[config.mk]
export PLATFORM = sky130hd
export DESIGN_NAME = fx2_stream_writer
export DESIGN_NICKNAME = d
export VERILOG_FILES = /design/src/rtl/fx2_stream_writer.sv
export SDC_FILE = /design/constraint.sdc
export NUM_CORES = 1
export LEC_CHECK = 0
export ABC_AREA = 1
export CAP_MARGIN = 25
export CORE_UTILIZATION = 55
export CTS_CLUSTER_DIAMETER = 30
export CTS_CLUSTER_SIZE = 10
export DETAILED_ROUTE_END_ITERATION = 10
export PLACE_DENSITY = 0.95
export SLEW_MARGIN = 30
export SYNTH_ARGS = -nofsm -noshare
export SYNTH_HDL_FRONTEND = slang
export SYNTH_SLANG_ARGS = --single-unit
[constraint.sdc]
create_clock -name BUS_CLK -period 4.36 [get_ports BUS_CLK]
set_clock_uncertainty 0.05 [all_clocks]
set_input_delay 0.654 -clock BUS_CLK [delete_from_list [all_inputs] [get_ports BUS_CLK]]
set_output_delay 0.654 -clock BUS_CLK [all_outputs]
set_load 0.02 [all_outputs]
[src/rtl/fx2_stream_writer.sv]
// Drains a 32-bit first-word-fall-through FIFO into the FX2 16-bit slave FIFO, low half first.
// Optional partial-packet flush on idle timeout is enabled with `define FX2_PKTEND_EN.
module fx2_stream_writer #(
  parameter int PKT_WORDS = 256,
  parameter int TIMEOUT   = 4096
) (
  input  logic        BUS_CLK,
  input  logic        BUS_RST_N,
  input  logic        FIFO_EMPTY_IN,
  input  logic [31:0] FIFO_DATA,
  output logic        FIFO_READ_NEXT_OUT,
  input  logic        USB_STREAM_FULL_N,
  input  logic        USB_STREAM_FX2RDY,
  output logic        USB_STREAM_SLWR_N,
  output logic [15:0] USB_STREAM_DATA,
  output logic        USB_STREAM_PKTEND_N,
  output logic [31:0] WORD_CNT,
  output logic        BUSY
);

  localparam int PW = $clog2(PKT_WORDS);
  localparam logic [PW-1:0] PKT_ZERO = PW'(0);
  localparam logic [PW-1:0] PKT_ONE  = PW'(1);

  localparam logic [1:0] ST_IDLE = 2'd0;
  localparam logic [1:0] ST_LOW  = 2'd1;
  localparam logic [1:0] ST_HIGH = 2'd2;

  logic [1:0]    state_r;
  logic [1:0]    state_nxt_s;
  logic [31:0]   hold_r;
  logic [PW-1:0] pkt_cnt_r;
  logic [PW-1:0] pkt_cnt_nxt_s;
  logic          slwr_n_r;
  logic [15:0]   data_r;
  logic          pktend_n_r;
  logic [31:0]   word_cnt_r;
  logic          busy_r;

  logic          go_s;
  logic          rd_s;
  logic          wr_s;
  logic [15:0]   wr_data_s;
  logic          word_done_s;
  logic          flush_s;

  assign go_s = USB_STREAM_FULL_N & USB_STREAM_FX2RDY;
  // A word is only taken when the FX2 is ready, so nothing is consumed while it is offline.
  assign rd_s = (state_r == ST_IDLE) & ~FIFO_EMPTY_IN & USB_STREAM_FX2RDY & BUS_RST_N;

  assign FIFO_READ_NEXT_OUT  = rd_s;
  assign USB_STREAM_SLWR_N   = slwr_n_r;
  assign USB_STREAM_DATA     = data_r;
  assign USB_STREAM_PKTEND_N = pktend_n_r;
  assign WORD_CNT            = word_cnt_r;
  assign BUSY                = busy_r;

  // Next-state and write-half selection.
  always_comb begin
    state_nxt_s = state_r;
    wr_s        = 1'b0;
    wr_data_s   = 16'h0000;
    word_done_s = 1'b0;
    case (state_r)
      ST_IDLE: begin
        if (rd_s) begin
          state_nxt_s = ST_LOW;
        end else begin
          state_nxt_s = ST_IDLE;
        end
      end
      ST_LOW: begin
        if (go_s) begin
          wr_s        = 1'b1;
          wr_data_s   = hold_r[15:0];
          state_nxt_s = ST_HIGH;
        end else begin
          state_nxt_s = ST_LOW;
        end
      end
      ST_HIGH: begin
        if (go_s) begin
          wr_s        = 1'b1;
          wr_data_s   = hold_r[31:16];
          word_done_s = 1'b1;
          state_nxt_s = ST_IDLE;
        end else begin
          state_nxt_s = ST_HIGH;
        end
      end
      default: begin
        state_nxt_s = ST_IDLE;
      end
    endcase
  end

  // Packet fill level; a full packet wraps to zero because the FX2 commits it on its own.
  always_comb begin
    if (flush_s) begin
      pkt_cnt_nxt_s = PKT_ZERO;
    end else if (wr_s) begin
      pkt_cnt_nxt_s = pkt_cnt_r + PKT_ONE;
    end else begin
      pkt_cnt_nxt_s = pkt_cnt_r;
    end
  end

`ifdef FX2_PKTEND_EN
  localparam int TW = $clog2(TIMEOUT) + 1;
  localparam logic [TW-1:0] TMR_LAST = TW'(TIMEOUT - 1);
  localparam logic [TW-1:0] TMR_ZERO = TW'(0);
  localparam logic [TW-1:0] TMR_ONE  = TW'(1);

  logic [TW-1:0] timer_r;
  logic          idle_s;
  logic          expire_s;

  // Idle requires an empty FIFO, so a word arriving on the expiry cycle always beats the flush.
  assign idle_s   = (state_r == ST_IDLE) & FIFO_EMPTY_IN & (pkt_cnt_r != PKT_ZERO);
  assign expire_s = idle_s & (timer_r == TMR_LAST);
  assign flush_s  = expire_s & go_s;

  // Idle timer; saturates at expiry until the FX2 can take the packet-end strobe.
  always_ff @(posedge BUS_CLK or negedge BUS_RST_N) begin
    if (!BUS_RST_N) begin
      timer_r <= TMR_ZERO;
    end else if (wr_s | rd_s | flush_s) begin
      timer_r <= TMR_ZERO;
    end else if (idle_s & ~expire_s) begin
      timer_r <= timer_r + TMR_ONE;
    end else begin
      timer_r <= timer_r;
    end
  end
`else
  logic unused_timeout_s;

  assign unused_timeout_s = (TIMEOUT > 32'sd1);
  assign flush_s          = 1'b0;
`endif

  // State, holding register and registered FX2-side outputs.
  always_ff @(posedge BUS_CLK or negedge BUS_RST_N) begin
    if (!BUS_RST_N) begin
      state_r    <= ST_IDLE;
      hold_r     <= 32'h0000_0000;
      pkt_cnt_r  <= PKT_ZERO;
      slwr_n_r   <= 1'b1;
      data_r     <= 16'h0000;
      pktend_n_r <= 1'b1;
      word_cnt_r <= 32'h0000_0000;
      busy_r     <= 1'b0;
    end else begin
      state_r    <= state_nxt_s;
      pkt_cnt_r  <= pkt_cnt_nxt_s;
      slwr_n_r   <= ~wr_s;
      pktend_n_r <= ~flush_s;
      busy_r     <= (state_nxt_s != ST_IDLE) | (pkt_cnt_nxt_s != PKT_ZERO);
      if (rd_s) begin
        hold_r <= FIFO_DATA;
      end else begin
        hold_r <= hold_r;
      end
      if (wr_s) begin
        data_r <= wr_data_s;
      end else begin
        data_r <= data_r;
      end
      if (word_done_s) begin
        word_cnt_r <= word_cnt_r + 32'd1;
      end else begin
        word_cnt_r <= word_cnt_r;
      end
    end
  end

endmodule
==> flow_summary.toml <==
[outcome]
status = "complete, no violations"

[cts]
post-cts-setup-buffers = 0
clock_path_buffers = 2
cts.sinks = 92
worstSkewPairLatency_ps = 370
cts-root-buf = "clkbuf_8"
cts_max_level = 3
cts_buffers = 9
holdBufCountCts = 0
clk_pin_slew_worst_paths_ps = 90
cts_resized = 0
cts_tree = "done"

[critical_path]
required_ps = 3660
path_max_fanout = 5
critPathMaxStageDelay_ps = 620
cp_slowest_cell = "clkdlybuf4s50_1"
cp_top_family = "buffers and inverters"
critPathLaunchType = "input pin"
end_kind = "primary output"
r2r_start = "state_r[1]"
path_cells = "clkdlybuf4s50_1, nand2_1, inv_1, nand2_1, inv_2, clkdlybuf4s50_1"
worst-setup-path-type = "input pin to primary output"
arrival_ps = 2200
startpoint = "USB_STREAM_FX2RDY"
crit_buf_inv = 4

[synthesis]
syn_inst = 515
syn_avg_cell_area_um2 = 8.238
synth_area_um2 = 4243
ys_seq_elements = 92
yosysWarnings = 0
ys_seq_area_share_pct = 54.29
yosysTopAreaCellShare_pct = 53.67
async_flop_share_pct = 100.0
ys_types = 25
synth_area_leader_cell = "dfrtp_1"
synth_nets = 558
synth_edf_count = 0
synth_area_leaders = "dfrtp_1, nand2_1, inv_1, nor2_1, o21ai_0"
ys.flop_type = "dfrtp_1"

[cells_and_area]
layout_common_cells = "nand2_1, dfrtp_1, clkdlybuf4s50_1, inv_1, nor2_1"
final_cell_area_um2 = 5399
syn_to_final_growth_pct = 27.25
drive_above_1_share_pct = 4.441
num_antenna_cells = 0
final_cell_count_no_fill = 707
nets = 646
layout_commonest_cell = "nand2_1"

[timing]
slew_headroom_pct = 45.67
setup_tns_ps = 0
rsz0062_at_grt = "false"
fmax_ghz = 0.3448
fin_crit_sh_pct = 66.52
min_period_ps = 2900
tightest_slew_ps = 814.9
maxSlewViolCount = 0
finalHoldViolCount = 0
setup_viol = 0

[route]
drt_wl_total_um = 10000
firstDrtPassIters = 5
via_count = 3750
drcViolationCount = 0
via_per_inst = 5.304
ant_nets = 0
wire_per_inst_um = 14.14
drtIter0Drc = 300

[grt]
grt_pass1_vias = 3934
grt_overflow = 0
grt_pass1_wl_um = 17530
gr-usage-all-layers_pct = 27.30
grt_max_degree = 69
antenna_found_initial = 0

[placement]
dp_hpwl_um = 7262
dp_cells = 691
dpl_cell_area_um2 = 5195
io_buffers = 87
gp_congestion = 0.9001

[power]
p_comb_share_pct = 26.1
switching_share_pct = 33.33
p_leak_uw = 0.002539
seqPwrFrac_pct = 49.5
p_int_uw = 1604
pwr-share-clk_pct = 24.5
netSwitchingPower_uw = 801.6
ir_drop_mv = 0.2758
p_per_area_nw_per_um2 = 445.5

[floorplanning]
start_util_pct = 57.57
io_pins = 89
fp.dieH_um = 89.83
fp.dieArea_um2 = 8069
core_area_um2 = 7370
die_w_um = 89.83
rows = 31

[min_path]
hold_class = "input pin to async pin"

[run]
max_cap_violations = 0
## worst paths after layout
path / to / slack (ps) / depth (start not counted)
setup / recovery: FIFO_READ_NEXT_OUT / 1460 / 6
hold / removal: hold_r[20] / 130 / 1
setup reg to reg: BUSY / 1890 / 9
hold reg to reg: USB_STREAM_DATA[14] / 450 / 2
max in group asynchronous: hold_r[16] / 3000 / 2
min in group BUS_CLK: USB_STREAM_DATA[14] / 450 / 2
## layout make-up
type | count | area (µm²)
clock buffer | 13 | 158.9
clock inverter | 3 | 45.04
sequential | 92 | 2303
tap | 99 | 123.9
inverter | 50 | 187.7
timing repair buffer | 90 | 890.9
fill | 499 | 1971
multi-input combinational | 360 | 1689
## Yosys cell counts, drive strengths merged, types with 7 or more instances
cell / count
a21oi: 18
buf: 7
dfrtp: 91
inv: 50
nand2: 183
nand3: 20
nor2: 51
nor3: 8
o21ai: 33
xnor2: 12
xor2: 11
## worst register-to-register path, stage by stage (launching register included)
cell and delay [ps]:
dfrtp_1 400, inv_1 80, ha_1 300, nand3_1 570, nor2_1 520, nand3_1 140
nand2_1 90, inv_1 60, nor2_1 80, nand3_1 80
## power groups by stage
stage	registers [µW]	logic, µW	clock network (µW)
after floorplan	1220	326	0
after global placement	1190	583	0
after detailed placement	1200	625	0
after CTS	1190	630	585
after global routing	1210	700	630
final	1190	627	589
## logic make-up (layout without fill, tap and decap cells)
| family | Yosys count | in the layout | share of synthesized area (%) |
|---|---|---|---|
| xor gates and xnor gates | 23 | 23 | 4.748 |
| other | 1 | 1 | 0.08838 |
| buffers and inverters | 63 | 156 | 5.898 |
| and+or+nand+nor | 276 | 276 | 26.66 |
| AOI/OAI and AO/OA | 54 | 54 | 6.547 |
| DFF | 92 | 92 | 54.29 |
| adders and majority gates | 6 | 6 | 1.769 |
## metal layers
metal	global-route usage, %	vias up	share of wire, %
li1	-	1791	-
met1	33.14	1799	41
met2	47.88	131	52
met3	3.469	29	4.1
met4	13.80	0	3.0
met5	0	-	0
## through the flow
stage / total power (µW) / utilization, % / setup WS (ps) / hold WS (ps)
floorplan: 1548 / - / 2290 / 308.4
global placement: 1769 / 70.49 / 1539 / 414.0
detailed placement: 1825 / 70.49 / 1381 / 426.3
CTS: 2402 / 73.26 / 1453 / 141.3
global route: 2544 / 73.26 / 1383 / 146.2
finish: 2405 / 73.26 / 1460 / 130.8
## registers in the layout, indices dropped and copies added (netlist names)
register	count
hold_r	32
state_r	2
USB_STREAM_DATA	16
WORD_CNT	32
USB_STREAM_SLWR_N	1
BUSY	1
pkt_cnt_r	8
Note: power is estimated with default switching activity, not from simulation.
